==> config.mk <==
export PLATFORM = sky130hd
export DESIGN_NAME = pwm_deadband_flat
export DESIGN_NICKNAME = d
export VERILOG_FILES = /design/src/rtl/pwm_deadband_if.sv /design/src/rtl/pwm_deadband.sv /design/src/flat_wrapper.sv
export SDC_FILE = /design/constraint.sdc
export NUM_CORES = 1
export LEC_CHECK = 0
export BUFFER_PORTS_ARGS = -buffer_cell sky130_fd_sc_hd__buf_2
export CAP_MARGIN = 20
export CORE_MARGIN = 3
export CORE_UTILIZATION = 27
export DETAILED_ROUTE_END_ITERATION = 10
export PLACE_DENSITY = 0.43
export SLEW_MARGIN = 20
export SYNTH_ARGS = -nofsm -noshare
export SYNTH_HDL_FRONTEND = slang
export SYNTH_SLANG_ARGS = --single-unit
==> constraint.sdc <==
create_clock -name clock -period 2.5 [get_ports clock]
set_input_delay 0.5 -clock clock [delete_from_list [all_inputs] [get_ports clock]]
set_output_delay 0.5 -clock clock [all_outputs]
set_load 0.01 [all_outputs]
==> src/rtl/pwm_deadband_if.sv <==
// APB-style register port shared by the PWM generator and the dead-band stage.
// The master drives address/control/data; the slave returns read data and ready.
interface pwm_deadband_if;
    logic [31:0] apb_addr;
    logic        apb_sel;
    logic        apb_write;
    logic        apb_ena;
    logic [31:0] apb_wdata;
    logic [31:0] apb_rdata;
    logic [3:0]  apb_pstb;
    logic        apb_rready;

    modport master (
        output apb_addr, apb_sel, apb_write, apb_ena, apb_wdata, apb_pstb,
        input  apb_rdata, apb_rready
    );

    modport slave (
        input  apb_addr, apb_sel, apb_write, apb_ena, apb_wdata, apb_pstb,
        output apb_rdata, apb_rready
    );
endinterface

==> src/rtl/pwm_deadband.sv <==
// Two-channel complementary gate driver with programmable rising/falling dead time
// and short-pulse swallowing. Define PWM_DB_GLITCH_CNT_EN to build the glitch counters.
module pwm_deadband #(
    parameter int DT_W = 16
) (
    input  logic           clock,
    input  logic           rstn,
    pwm_deadband_if.slave  apb,
    input  logic [1:0]     pwm_i,
    output logic [1:0]     pwm_hs_o,
    output logic [1:0]     pwm_ls_o
);
    typedef enum logic [2:0] {
        ST_OFF    = 3'd0,
        ST_LS_ON  = 3'd1,
        ST_DEAD_R = 3'd2,
        ST_HS_ON  = 3'd3,
        ST_DEAD_F = 3'd4
    } state_t;

    logic [3:0]      ctrl_reg;
    logic [DT_W-1:0] dt_reg [4];   // DT0R, DT0F, DT1R, DT1F
    logic [31:0]     rdata_reg;
    logic [31:0]     rd_val;
    logic [2:0]      st_val [2];
    logic [1:0]      glitch_inc;
    logic [7:0]      addr;
    logic            wr_en;
    logic            rd_en;
    logic            unused_apb;

    assign addr       = apb.apb_addr[7:0];
    assign wr_en      = apb.apb_sel && apb.apb_write && !apb.apb_ena;
    assign rd_en      = apb.apb_sel && !apb.apb_write && !apb.apb_ena;
    assign unused_apb = ^{apb.apb_addr[31:8], apb.apb_pstb, apb.apb_wdata};
    assign apb.apb_rready = 1'b1;
    assign apb.apb_rdata  = rdata_reg;

    always_ff @(posedge clock or negedge rstn) begin
        if (!rstn) begin
            ctrl_reg <= '0;
            for (int i = 0; i < 4; i++) dt_reg[i] <= '0;
        end else if (wr_en) begin
            case (addr)
                8'h00: ctrl_reg  <= apb.apb_wdata[3:0];
                8'h04: dt_reg[0] <= apb.apb_wdata[DT_W-1:0];
                8'h08: dt_reg[1] <= apb.apb_wdata[DT_W-1:0];
                8'h0C: dt_reg[2] <= apb.apb_wdata[DT_W-1:0];
                8'h10: dt_reg[3] <= apb.apb_wdata[DT_W-1:0];
                default: ;
            endcase
        end
    end

`ifdef PWM_DB_GLITCH_CNT_EN
    logic [15:0] glitch_reg [2];
    logic        glitch_clr;

    assign glitch_clr = wr_en && (addr == 8'h18);

    for (genvar gi = 0; gi < 2; gi++) begin : g_glitch
        // A clear on the same edge as a swallowed pulse wins over the increment.
        always_ff @(posedge clock or negedge rstn) begin
            if (!rstn)
                glitch_reg[gi] <= '0;
            else if (glitch_clr)
                glitch_reg[gi] <= '0;
            else if (glitch_inc[gi] && glitch_reg[gi] != 16'hFFFF)
                glitch_reg[gi] <= glitch_reg[gi] + 16'd1;
        end
    end
`else
    logic unused_glitch;
    assign unused_glitch = ^glitch_inc;
`endif

    always_comb begin
        rd_val = '0;
        case (addr)
            8'h00: rd_val = {28'd0, ctrl_reg};
            8'h04: rd_val = 32'(dt_reg[0]);
            8'h08: rd_val = 32'(dt_reg[1]);
            8'h0C: rd_val = 32'(dt_reg[2]);
            8'h10: rd_val = 32'(dt_reg[3]);
            8'h14: rd_val = {25'd0, st_val[1], 1'b0, st_val[0]};
`ifdef PWM_DB_GLITCH_CNT_EN
            8'h18: rd_val = {glitch_reg[1], glitch_reg[0]};
`endif
            default: rd_val = '0;
        endcase
    end

    always_ff @(posedge clock or negedge rstn) begin
        if (!rstn)
            rdata_reg <= '0;
        else if (rd_en)
            rdata_reg <= rd_val;
    end

    for (genvar gi = 0; gi < 2; gi++) begin : g_ch
        state_t          state_reg, state_next;
        logic [DT_W-1:0] cnt_reg, cnt_next;
        logic [DT_W-1:0] dt_r, dt_f;
        logic            en, inv, hs_reg, ls_reg, glitch_hit;

        assign en   = ctrl_reg[gi];
        assign inv  = ctrl_reg[2+gi];
        assign dt_r = dt_reg[2*gi];
        assign dt_f = dt_reg[2*gi+1];

        always_ff @(posedge clock or negedge rstn) begin
            if (!rstn) begin
                state_reg <= ST_OFF;
                cnt_reg   <= '0;
                hs_reg    <= 1'b0;
                ls_reg    <= 1'b0;
            end else begin
                state_reg <= state_next;
                cnt_reg   <= cnt_next;
                hs_reg    <= (state_next == ST_HS_ON) ^ inv;
                ls_reg    <= (state_next == ST_LS_ON) ^ inv;
            end
        end

        // Zero dead time skips the dead state so the sides swap with no gap.
        always_comb begin
            state_next = state_reg;
            cnt_next   = cnt_reg;
            glitch_hit = 1'b0;
            if (!en) begin
                state_next = ST_OFF;
            end else begin
                case (state_reg)
                    ST_OFF, ST_HS_ON: begin
                        if (state_reg == ST_OFF || !pwm_i[gi]) begin
                            state_next = (dt_f == '0) ? ST_LS_ON : ST_DEAD_F;
                            cnt_next   = DT_W'(1);
                        end
                    end
                    ST_LS_ON: begin
                        if (pwm_i[gi]) begin
                            state_next = (dt_r == '0) ? ST_HS_ON : ST_DEAD_R;
                            cnt_next   = DT_W'(1);
                        end
                    end
                    ST_DEAD_R: begin
                        if (!pwm_i[gi]) begin
                            state_next = ST_LS_ON;
                            glitch_hit = 1'b1;
                        end else if (cnt_reg >= dt_r) begin
                            state_next = ST_HS_ON;
                        end else begin
                            cnt_next = cnt_reg + DT_W'(1);
                        end
                    end
                    ST_DEAD_F: begin
                        if (pwm_i[gi]) begin
                            state_next = ST_HS_ON;
                            glitch_hit = 1'b1;
                        end else if (cnt_reg >= dt_f) begin
                            state_next = ST_LS_ON;
                        end else begin
                            cnt_next = cnt_reg + DT_W'(1);
                        end
                    end
                    default: state_next = ST_OFF;
                endcase
            end
        end

        assign pwm_hs_o[gi]   = hs_reg;
        assign pwm_ls_o[gi]   = ls_reg;
        assign glitch_inc[gi] = glitch_hit;
        assign st_val[gi]     = state_reg;
    end
endmodule

==> src/flat_wrapper.sv <==
// flat-port wrapper written by rule: the top's interface ports become plain ports
module pwm_deadband_flat 
#(
    parameter int DT_W = 16
)
  (clock, rstn, pwm_i, pwm_hs_o, pwm_ls_o, apb_apb_addr, apb_apb_sel, apb_apb_write, apb_apb_ena, apb_apb_wdata, apb_apb_pstb, apb_apb_rdata, apb_apb_rready);
  pwm_deadband_if apb_i ();
  input  logic clock;
  input  logic rstn;
  input  logic [1:0] pwm_i;
  output logic [1:0] pwm_hs_o;
  output logic [1:0] pwm_ls_o;
  input wire logic [$bits(apb_i.apb_addr)-1:0] apb_apb_addr;
  input wire logic [$bits(apb_i.apb_sel)-1:0] apb_apb_sel;
  input wire logic [$bits(apb_i.apb_write)-1:0] apb_apb_write;
  input wire logic [$bits(apb_i.apb_ena)-1:0] apb_apb_ena;
  input wire logic [$bits(apb_i.apb_wdata)-1:0] apb_apb_wdata;
  input wire logic [$bits(apb_i.apb_pstb)-1:0] apb_apb_pstb;
  output wire logic [$bits(apb_i.apb_rdata)-1:0] apb_apb_rdata;
  output wire logic [$bits(apb_i.apb_rready)-1:0] apb_apb_rready;
  assign apb_i.apb_addr = apb_apb_addr;
  assign apb_i.apb_sel = apb_apb_sel;
  assign apb_i.apb_write = apb_apb_write;
  assign apb_i.apb_ena = apb_apb_ena;
  assign apb_i.apb_wdata = apb_apb_wdata;
  assign apb_i.apb_pstb = apb_apb_pstb;
  assign apb_apb_rdata = apb_i.apb_rdata;
  assign apb_apb_rready = apb_i.apb_rready;
  pwm_deadband #(.DT_W(DT_W)) u_core (.clock(clock), .rstn(rstn), .apb(apb_i), .pwm_i(pwm_i), .pwm_hs_o(pwm_hs_o), .pwm_ls_o(pwm_ls_o));
endmodule
## After elaboration in Yosys (flattened, before gate mapping)

Index checks and enable logic that the tools add are counted.

| storage, ports and cells | value |
|---|---|
| flip-flop bits (word level) | 142 |
| bits of input ports | 75 |
| logic and storage cells | 116 |

| operators by class | value |
|---|---|
| add/sub/neg operators | 2 |
| $lt $le $gt $ge | 4 |
| eq/ne operators | 29 |
| muxes and demuxes | 35 |
| bitwise logic cells | 4 |
| reduce and logical (&&, ||, !) cells | 28 |

Operator list:

| kind | number |
|---|---|
| $mux 16 | 12 |
| $pmux 16 s4 | 2 |
| $pmux 16 s6 | 1 |
| $ge 16x16->1 | 4 |
| $logic_not 16->1 | 4 |
| $mux 3 | 16 |
| $add 16x1->16 const B | 2 |
| $pmux 3 s4 | 2 |
| $ne 2x2->1 const B | 10 |
| $eq 3x2->1 const B | 6 |
| $eq 8x4->1 const B | 2 |
| $eq 8x5->1 const B | 2 |
| $reduce_and 8->1 | 2 |
| $eq 3x1->1 const B | 4 |
| $reduce_and 2->1 | 5 |
| $eq 8x3->1 const B | 1 |
| $logic_not 8->1 | 1 |
| $reduce_bool 4->1 | 2 |
| $eq 3x3->1 const B | 2 |
| $logic_not 3->1 | 2 |
| $logic_and 1x1->1 | 4 |
| $logic_not 1->1 | 4 |
| $ne 2x1->1 const B | 2 |
| $reduce_or 2->1 | 2 |
| other kinds (3) | 8 |

## Depth between registers and ports, before layout

Gate-level depths: netlist (run 1).

| logic depth | value |
|---|---|
| word-level depth | 7 |
| gate-level depth with buffers | 11 |

## Worst setup path before layout (run 1)

No wires, ideal clock.

| timing | value |
|---|---|
| path type | flip-flop to flip-flop |
| from | register u_core.g_ch[0].cnt_reg[0] |
| to | register u_core.g_ch[0].cnt_reg[12] |
| library setup time | 0.078 ns |
| data arrival time | 2.604 ns |
| setup slack | -0.182 ns |
| cell stages (with the launch flop) | 11 |
| path buffers | 0 |
| clock period less this slack | 2.682 ns |
| path through | dfrtp_1 -> inv_1 -> ha_1 -> nand2b_1 -> a2111o_1 -> a32oi_1 -> nand3_2 -> a221oi_4 -> nand4_4 -> or4_1 -> a21oi_1 |

| on the way | value |
|---|---|
| word-level cells in the longest chain between the ends | 4 |

Ends and longest elaborated chain:

| element | line | text |
|---|---|---|
| start: declaration | pwm_deadband.sv:102 | `logic [DT_W-1:0] cnt_reg, cnt_next;` |
| start signal: assignment | pwm_deadband.sv:119 | `cnt_reg <= cnt_next;` |
| $add 16x1->16 | pwm_deadband.sv:153, pwm_deadband.sv:163 |  |
| $mux 16, on equally long branches | pwm_deadband.sv:160, pwm_deadband.sv:150 |  |
| $mux 16, on equally long branches | pwm_deadband.sv:157, pwm_deadband.sv:147 |  |
| $pmux 16 s4 | pwm_deadband.sv:133 | `case (state_reg)` |

Several ways; a longest one is shown, not always the timed one. The select of a mux whose other input is x is not followed.
A chain may end at the register's enable or synchronous reset.

## Worst setup path in the final report (run 1)

Same ends and word-level chain as after synthesis.

==> results of run 1 <==
==> cell type report <==
class	instances	area [µm²]
Fill cell	2960	17800
Multi-Input combinational cell	596	4490
Sequential cell	126	3150
Timing Repair Buffer	211	1550
Tap cell	378	473
Clock buffer	17	425
Inverter	73	274
Clock inverter	15	114
==> metrics by stage <==
stage	util	setup TNS [ps]	hold slack [ps]	std cells	setup WS, ps
after floorplan	-	-661	204	847	-182
after global placement	0.337	-2680	467	1372	-254
after detailed placement	0.337	-3210	471	1372	-262
final	0.371	-2170	27.6	1416	-205
after CTS	0.361	-2380	41.1	1413	-232
after global routing	0.371	-6400	54.3	1416	-350
==> cell families after synthesis <==
kind of cell    share of synthesized area
other cells                      0.000955
buf+inv                            0.0719
simple gates                        0.171
compound gates                      0.140
fa+ha+maj                           0.106
xor+xnor                           0.0245
mux                                0.0839
flops                               0.401
==> power by group through the flow <==
stage	clock network, mW	logic (mW)	registers, mW
5_1_grt	2.50	0.645	2.10
3_3_place_gp	0	0.508	2.13
4_1_cts	2.41	0.530	2.10
6_report	2.35	0.577	2.10
2_1_floorplan	0	0.256	2.13
3_5_place_dp	0	0.513	2.13
==> per-layer routing <==
| layer | part of all wire | vias up |
|---|---|---|
| met5 | 0 | - |
| li1 | - | 3344 |
| met1 | 0.48 | 3193 |
| met4 | 0.012 | 0 |
| met3 | 0.027 | 18 |
| met2 | 0.48 | 89 |
==> placed cells by master, fill, tap and decap left out, types with 5 or more instances in the layout <==
master,synthesis,routed
o21ai_0,66,57
conb_1,2,17
a221oi_1,6,6
inv_1,73,71
clkinvlp_4,0,5
o21ai_1,0,8
a222oi_1,9,9
nor2b_1,7,6
mux2_2,55,54
xor2_1,16,16
buf_4,22,146
nand4_1,21,21
or3_1,9,8
dfrtp_1,126,126
clkbuf_16,0,17
a21oi_2,0,14
xnor2_1,6,5
nand3_2,1,6
buf_2,5,49
a21oi_1,54,40
nor2_1,49,48
ha_1,66,64
buf_6,1,12
nand3_1,20,13
nand2b_1,10,8
nor4_1,17,15
nor3_1,10,8
inv_6,0,5
nand2_1,78,76
==> what timing repair did <==
action / 4_1_cts / 5_1_grt
gates resized for setup: 20 / 57
endpoints found under the setup margin: 28 / 38
cloned: 1 / 0
pin swaps: 19 / 32
setup buffers: 9 / 5
==> final timing paths <==
| check | startpoint | to | slack (ps) | cells past startpoint |
|---|---|---|---|---|
| setup / recovery | u_core.g_ch[0].cnt_reg[0] | u_core.g_ch[0].cnt_reg[12] | -210 | 10 |
| hold / removal | rstn | u_core.g_ch[0].cnt_reg[10] | 30 | 1 |
| setup reg to reg | u_core.g_ch[0].cnt_reg[0] | u_core.g_ch[0].cnt_reg[12] | -210 | 10 |
| hold reg to reg | u_core.apb.apb_rdata[13] | u_core.apb.apb_rdata[13] | 480 | 2 |
| max in group asynchronous | rstn | u_core.g_ch[1].dt_f[7] | 1810 | 2 |
| min in group clock | apb_apb_wdata[8] | u_core.g_ch[1].dt_r[8] | 340 | 3 |
==> worst max-delay path, cell delays in order, from the launching register on <==
cell and delay, ps:
dfrtp_1 390, inv_2 80, ha_4 190, nand2b_4 120
a2111o_1 390, a32oi_2 220, nand3_2 150, a221oi_4 340
nand4_4 180, or4_4 440, a21oi_2 120
==> metrics.md, run 1 <==
| Metric | Value |
|---|---|
| Post-DRT Antenna Nets | 0 |
| First-pass GRT wire length | 38.2 mm |
| Largest net degree at the start of global routing | between 50 and 60 |
| Int Pwr | 3.60 mW |
| Total power | ~5.0 mW |
| Switching share of total power | 0.282 |
| Total Routing Usage GR | 0.159 |
| Die height | about 180 µm |
| Sequential element share of the synthesized area | 0.401 |
| M1 GR Usage | 0.217 |
| Post-Syn Area | between 0.007 and 0.008 mm² |
| Hold_buf cts | 0 |
| Sequential share of power | 0.418 |
| Slew headroom | 0.509 |
| Pins over their slew limit | 0 |
| Longest Clk Path Bufs | 2 |
| Status | complete, but fails checks |
| Post-synth ARST share | 1.00 |
| CP max FO | 8 |
| Buffers added on ports | 50 |
| Met2 GRT Util | 0.267 |
| Avg Cell Area, Syn | between 9 and 10 µm² |
| CTS Sinks | roughly 130 |
| Unrepaired setup endpoints after global routing | true |
| GR peak layer | met2 |
| Cell taking the most area after synthesis | dfrtp_1 |
| Boundary pin count | between 100 and 150 |
| Final Cycle Share | 1.08 |
| Failing checks | setup timing |
| Clk slew on worst S/H paths | approximately 60 ps |
| Die X | 177 µm |
| Pre-antenna DRT Iters | 5 |
| Peak VDD IR | 0.483 mV |
| Tmin final | between 2000 and 3000 ps |
| Drt wl/cell | between 15 and 20 µm |
| Antenna diodes | 0 |
| Initial antenna violation count | 0 |
| WS Path Type | flip-flop to flip-flop |
| Clock Skew | 10.8 ps |
| Clock power share | 0.467 |
| H-tree depth | 4 |
| # setup viols final | 25 |
| Critical Path RT | around 2900 ps |
| PwrDens | ~480 mW/mm² |
| Placer Congestion | slightly below 0.8 |
| Iter 0 DRT Violations | 445 |
| Register bit count reported by yosys | around 130 |
| Synth cell count leaders | dfrtp_1, nand2_1, inv_1, ha_1, o21ai_0 |
| Initial Utilization | 0.278 |
| Cell variety after synth | 68 |
| Fin. Hold Viols | 0 |
| Combinational power share | 0.115 |
| Nets | 1166 |
| Die area | roughly 0.031 mm² |
| Worst setup EP type | flip-flop |
| Commonest register cell after synthesis | dfrtp_1 |
| EDFF count, synth | 0 |
| CTS root buf | clkbuf_16 |
| Final WL | around 24 mm |
| Startpoint Class | flip-flop |
| Peak Freq | around 370 MHz |
| DR vias | 6644 |
| Post-DR vias/cell | ~4.7 |
| Clk_lat worst skew | 420 ps |
| Arrival @ worst endpoint | 3050 ps |
| Share of cells above drive strength 1 | 0.347 |
| Ys Warns | 0 |
| Cells after synthesis | around 830 |
| Global routing met3 resource utilization | 0.0262 |
| Std-Cell Rows | 61 |
| Psw | roughly 1.4 mW |
| Global route total overflow | 0 |
| Max-Cap Viols | 0 |
| Top post-synthesis cells by area | dfrtp_1, ha_1, mux2_2, o21ai_0, nand2_1 |
| Vias in the first global route | 6691 |
| Setup ws final | -205 ps |
| TritonCTS clock tree | built |
| Dpl cell area | 0.00952 mm² |
| Core Box Area | around 0.028 mm² |
| Residual DRC | 0 |
| Leakage Power | 5.15 nW |
| Synth top area share | 0.401 |
| Min-delay worst type | input port to asynchronous set/reset pin |
| Area grow syn2layout | 33.2% |
| Worst slew pin tran | 733 ps |
| Final Cell Area | between 0.01 and 0.015 mm² |
| DP Wirelength | 18.9 mm |
| Most instantiated library cell after synthesis | dfrtp_1 |
| CTS Buf Count | 17 |
Power figures use the tool's default switching activity.
==> run 2: changes to the inputs <==
- PLACE_DENSITY: 0.43 -> default
- PLACE_DENSITY_LB_ADDON: default -> 0.2
- clock period: 2.5 -> 3.2 ns (I/O delays scaled with it)
==> run 2 against run 1 <==
  * The run now ends clean
  * Clock power is 14% lower
  * Flip-flop and latch count is the same
  * Setup slack better by 450 ps
  * Largest power group unchanged
  * Critical path type unchanged
  * Largest cell class unchanged
  * Via count shrank 7.0%
  * Critical endpoint unchanged
==> metrics.md, run 2 (synthesized netlist as in run 1, its figures left out) <==
| Metric | Value |
|---|---|
| Status | completed |
| Worst R2R Start | u_core.g_ch[0].cnt_reg[0] |
| CTS root buf | clkbuf_16 |
| Fin. Hold Viols | 0 (unchanged) |
| Initial antenna violation count | 0 (unchanged) |
| DP Wirelength | 17.0 mm (-10%) |
| Longest Clk Path Bufs | 2 (unchanged) |
| Hold_buf cts | 0 (unchanged) |
| Unrepaired setup endpoints after global routing | false |
| Leakage Power | 4.35 nW (-16%) |
| Die height | 177 µm (unchanged) |
| Pre-antenna DRT Iters | 5 (unchanged) |
| Share of cells above drive strength 1 | 0.187 (-0.160) |
| Buffers added on ports | 50 (unchanged) |
| CTS-repair resized insts | 0 (-100%) |
| TritonCTS clock tree | built |
| CP Launch Point | u_core.g_ch[0].cnt_reg[0] |
| Min-delay worst type | input port to asynchronous set/reset pin |
| Nets | 1021 (-12%) |
| Reg2Reg Depth | 10 (unchanged) |
| Placer Congestion | 0.786 (+0.37%) |
| DRT met1 WL | 10.3 mm (-11%) |
| Slew headroom | 0.565 (+0.0557) |
| First-pass GRT wire length | 35.4 mm (-7.4%) |
| Startpoint Class | flip-flop |
| Die area | 0.0312 mm² (unchanged) |
| Dpl cell area | 0.00849 mm² (-11%) |
| Most frequent cells in the layout | dfrtp_1, nand2_1, inv_1, o21ai_0, ha_1 |
| Arrival @ worst endpoint | 3300 ps (+250 ps) |
| Post CTS Setup Buffer Count | 0 (-9) |
| Boundary pin count | 112 (unchanged) |
| Std-Cell Rows | 61 (unchanged) |
| Core Box Area | 0.0282 mm² (unchanged) |
| Worst R2R Setup Slack | 240 ps (+450 ps) |
| Final Cell Area | 0.00911 mm² (-13%) |
| Most common cell after layout, fill and taps aside | dfrtp_1 |
| Max-Cap Viols | 0 (unchanged) |
| DR vias | 6181 (-7.0%) |
| # setup viols final | 0 (-100%) |
| Clk slew on worst S/H paths | 60 ps (about the same) |
| CTS Buf Count | 17 (unchanged) |
| Met2 Routed Length | 11.1 mm (-5.6%) |
| Pins over their slew limit | 0 (unchanged) |
| Peak VDD IR | 0.204 mV (-58%) |
| Post-DRT Antenna Nets | 0 (unchanged) |
| Final WL | 22.1 mm (-8.6%) |
| Clk_lat worst skew | 420 ps (about the same) |
| Area grow syn2layout | 15.8% |
| Tmin final | 2960 ps (+255 ps) |
| Global route total overflow | 0 (unchanged) |
| Die X | 177 µm (unchanged) |
| Post-DR vias/cell | 4.86 (+3.6%) |
| Critical Path RT | 3540 ps (+690 ps) |
| H-tree depth | 4 (unchanged) |
| CTS Sinks | 126 (unchanged) |
| Iter 0 DRT Violations | 410 (-7.9%) |
| Clock Skew | 8.24 ps (-2.52 ps) |
| Util after Layout | 0.323 (-0.0484) |
| CP max FO | 9 (+1) |
| Vias in the first global route | 6121 (-8.5%) |
| WS Path Type | flip-flop to flip-flop |
| Met3 Wirelength | 624 µm (-3.1%) |
| Crit Reg-Reg Endpoint | u_core.g_ch[0].cnt_reg[12] |
| Total Routing Usage GR | 0.147 (-0.0125) |
| Peak Freq | 338 MHz (-8.6%) |
| Residual DRC | 0 (unchanged) |
| Max Used Layer | met4 |
| Largest net degree at the start of global routing | 59 (+13%) |
| Setup TNS | 0 ps (+2170 ps) |
| Final Cycle Share | 0.925 (-0.157) |
| PwrDens | 438 mW/mm² (-8.6%) |
| Initial Utilization | 0.278 (unchanged) |
| Antenna diodes | 0 (unchanged) |
| Crit path to | u_core.g_ch[0].cnt_reg[12] |
| Worst slew pin tran | 646 ps (-86.9 ps) |
| Drt wl/cell | 17.4 µm (+1.8%) |
| Worst setup EP type | flip-flop |
-- run 2: routing by layer --
| metal | GRT usage | up-vias |
|---|---|---|
| met5 | 0 | - |
| met4 | 0.0265 | 0 |
| met3 | 0.0251 | 10 |
| met2 | 0.253 | 89 |
| met1 | 0.196 | 3053 |
| li1 | - | 3029 |
-- run 2: worst min-delay path by stage --
stage                             startpoint                          to  slack (ps)  depth (start not counted)
floorplan                               rstn     u_core.apb.apb_rdata[0]         340                          0
global placement     u_core.apb.apb_rdata[5]     u_core.apb.apb_rdata[5]         470                          2
global route                            rstn   u_core.g_ch[0].cnt_reg[8]         230                          1
CTS                                     rstn  u_core.g_ch[0].cnt_reg[14]         210                          1
detailed placement  u_core.apb.apb_rdata[12]    u_core.apb.apb_rdata[12]         470                          2
finish                                  rstn  u_core.g_ch[0].cnt_reg[15]         200                          1
-- run 2: cell type report --
class,instances,area [µm²]
Sequential cell,126,3150
Timing Repair Buffer,66,389
Multi-Input combinational cell,596,4200
Clock inverter,13,165
Inverter,73,274
Tap cell,378,473
Clock buffer,19,453
Fill cell,2984,19100
-- run 2: through the flow --
stage | power [mW] | worst slack, ps | instances | hold slack [ps]
5_1_grt | 4.16 | 19.1 | 1271 | 231
2_1_floorplan | 1.87 | 518 | 847 | 344
3_5_place_dp | 1.99 | 225 | 1239 | 470
3_3_place_gp | 2.00 | 246 | 1239 | 465
6_report | 3.99 | 240 | 1271 | 205
4_1_cts | 4.04 | 200 | 1271 | 214
-- run 2: critical path: stages (launching register included) --
cell       delay [ps]
dfrtp_1           450
inv_1             100
ha_1              270
nand2b_1          140
a2111oi_1         410
nand4b_1          160
nand3_1           210
a221oi_4          390
nand4_4           190
or4_1             430
a21oi_1           140
-- run 2: power breakdown --
group	internal [mW]	leakage (nW)	switching, mW
combinational	0.112	2.38	0.197
clock	1.27	0.291	0.759
sequential	1.62	1.67	0.0348
==> run 3: changes to the inputs <==
- REMOVE_ABC_BUFFERS: default -> 1
==> run 3 against run 2 <==
  * Total power decreased by 0.84%
  * Maximum frequency is 0.50% higher
  * Hold slack gained 10 ps
  * Clock power decreased by 2%
  * Critical endpoint is now u_core.g_ch[1].cnt_reg[15]
  * Largest power group unchanged
==> metrics.md, run 3 (synthesized netlist as in run 1, its figures left out) <==
| Metric | Value |
|---|---|
| Status | completed |
| Initial antenna violation count | 0 (unchanged) |
| Nets | 1023 (+0.20%) |
| Total Routing Usage GR | 0.146 (-0.00101) |
| Crit-path cells | inv_1, ha_1, a211oi_1, o21ai_0, a21oi_1, o31ai_1, o211ai_1, nand3_1, buf_4, or3_1, a21oi_1 |
| Worst setup EP type | flip-flop |
| Startpoint Class | flip-flop |
| CTS Sinks | 126 (unchanged) |
| Fin. Hold Viols | 0 (unchanged) |
| Arrival @ worst endpoint | 3280 ps (-20 ps) |
| Die X | 177 µm (unchanged) |
| Clock Skew | 8.88 ps (+0.645 ps) |
| Share of cells above drive strength 1 | 0.187 (-0.000418) |
| Area grow syn2layout | 15.6% |
| Std-Cell Rows | 61 (unchanged) |
| DP Wirelength | 16.9 mm (-0.21%) |
| H-tree depth | 4 (unchanged) |
| Iter 0 DRT Violations | 384 (-6.3%) |
| First-pass GRT wire length | 35.2 mm (-0.57%) |
| CP most frequent cell | a21oi_1 |
| Unrepaired setup endpoints after global routing | false |
| # fillers | 2991 (+0.23%) |
| Total power | 3.96 mW (-0.84%) |
| Final Cycle Share | 0.920 (-0.00463) |
| Vias in the first global route | 6117 (-0.065%) |
| Placer Congestion | 0.814 (+3.6%) |
| Peak Freq | 340 MHz (+0.50%) |
| Global route total overflow | 0 (unchanged) |
| Post-DRT Antenna Nets | 0 (unchanged) |
| Core Box Area | 0.0282 mm² (unchanged) |
| Max stage delay on crit path | 400 ps (-50 ps) |
| Tmin final | 2950 ps (-14.8 ps) |
| Antenna diodes | 0 (unchanged) |
| Drt wl/cell | 17.4 µm (-0.36%) |
| Post CTS Setup Buffer Count | 0 (unchanged) |
| # setup viols final | 0 (unchanged) |
| Pins over their slew limit | 0 (unchanged) |
| Residual DRC | 0 (unchanged) |
| Die area | 0.0312 mm² (unchanged) |
| Multi-input gate area in the final layout | 0.00421 mm² (+0.12%) |
| CTS root buf | clkbuf_16 |
| Setup TNS | 0 ps (unchanged) |
| Most frequent cells in the layout | dfrtp_1, nand2_1, inv_1, o21ai_0, ha_1 |
| Critical Path RT | 3540 ps (about the same) |
| WS Path Type | flip-flop to flip-flop |
| Longest Clk Path Bufs | 2 (unchanged) |
| Met3 Wirelength | 558 µm (-11%) |
| Reg2Reg Depth | 11 (+1) |
| Largest net degree at the start of global routing | 64 (+8.5%) |
| Worst slew pin tran | 670 ps (+23.6 ps) |
| DR vias | 6084 (-1.6%) |
| Slew headroom | 0.549 (-0.0159) |
| Max-Cap Viols | 0 (unchanged) |
| Post-DR vias/cell | 4.78 (-1.7%) |
| Initial Utilization | 0.278 (unchanged) |
| Buffers added on ports | 50 (unchanged) |
| Pre-antenna DRT Iters | 5 (unchanged) |
| TritonCTS clock tree | built |
| DRT met1 WL | 10.5 mm (+1.4%) |
| PwrDens | 435 mW/mm² (-0.64%) |
| Clk_lat worst skew | 420 ps (about the same) |
| Register area | 0.00315 mm² (unchanged) |
| Most common cell after layout, fill and taps aside | dfrtp_1 |
| Max Used Layer | met4 |
| CP max FO | 8 (-1) |
| Leakage Power | 4.34 nW (about the same) |
| Die height | 177 µm (unchanged) |
| Clk slew on worst S/H paths | 60 ps (about the same) |
| Final WL | 22.1 mm (-0.20%) |
| Slowest-stage cell, CP | o211ai_1 |
| Min-delay worst type | input port to asynchronous set/reset pin |
| Peak VDD IR | 0.277 mV (+36%) |
| Met2 Routed Length | 10.8 mm (-2.3%) |
| CTS Buf Count | 17 (unchanged) |
| Boundary pin count | 112 (unchanged) |
[run 3: cell count changes in the layout (fill, tap and decap cells not counted), moves of 2 or more]
| cell | previous run | this run |
|---|---|---|
| clkbuf_1 | 0 | 3 |
| clkinv_2 | 2 | 4 |
| buf_4 | 15 | 18 |
| clkinv_4 | 4 | 1 |
[run 3: per-layer routing]
metal | vias up | track usage
met5 | - | 0
met4 | 0 | 0.0344
met3 | 16 | 0.0242
met2 | 75 | 0.247
met1 | 2956 | 0.195
li1 | 3037 | -
[run 3: area by class of cell]
type / count / share of cell area
clock buffers: 21 / 0.0496
clock inverters: 11 / 0.0156
inverters: 73 / 0.0301
multi-input cells: 596 / 0.463
flip-flops and latches: 126 / 0.347
well taps: 378 / 0.0520
repair buffers: 68 / 0.0431
[run 3: worst max-delay path: cells and delay by family (launching register included)]
family / cells / cell delay, ps
and+or+nand+nor: 2 / 550
adders and majority gates: 1 / 270
buffers and inverters: 2 / 340
AOI/OAI and AO/OA: 6 / 1330
DFF: 1 / 390
[run 3: power breakdown]
part	switching [mW]	leakage (nW)	internal, mW	total [mW]
logic	0.201	2.39	0.116	0.317
clock network	0.747	0.283	1.24	1.99
registers	0.0314	1.67	1.62	1.65
[run 3: timing repair]
action / in CTS / in global routing
setup endpoints to repair: 0 / 1
hold buffers: 0 / 0
gates resized for setup: 0 / 2
[run 3: stage by stage]
stage / worst slack (ps) / cells / utilization / instance area (µm²) / hold WS [ps]
after floorplan: 239 / 795 / - / 7630 / 344
after global placement: 293 / 1241 / 0.301 / 8490 / 469
after detailed placement: 257 / 1241 / 0.301 / 8490 / 471
after CTS: 207 / 1273 / 0.322 / 9080 / 225
after global routing: 7.75 / 1273 / 0.322 / 9090 / 256
final: 255 / 1273 / 0.322 / 9090 / 215
[run 3: path summary, 6_finish.rpt]
check / to / startpoint / slack, ps
worst min register to register: u_core.apb.apb_rdata[15] / u_core.apb.apb_rdata[15] / 480
worst min-delay path: u_core.g_ch[0].dt_f[8] / rstn / 220
worst max register to register: u_core.g_ch[1].cnt_reg[15] / u_core.g_ch[1].dt_f[2] / 250
min in group clock: u_core.apb.apb_rdata[15] / u_core.apb.apb_rdata[15] / 480
max in group asynchronous: u_core.g_ch[1].cnt_reg[3] / rstn / 2210
worst max-delay path: u_core.g_ch[1].cnt_reg[15] / u_core.g_ch[1].dt_f[2] / 250
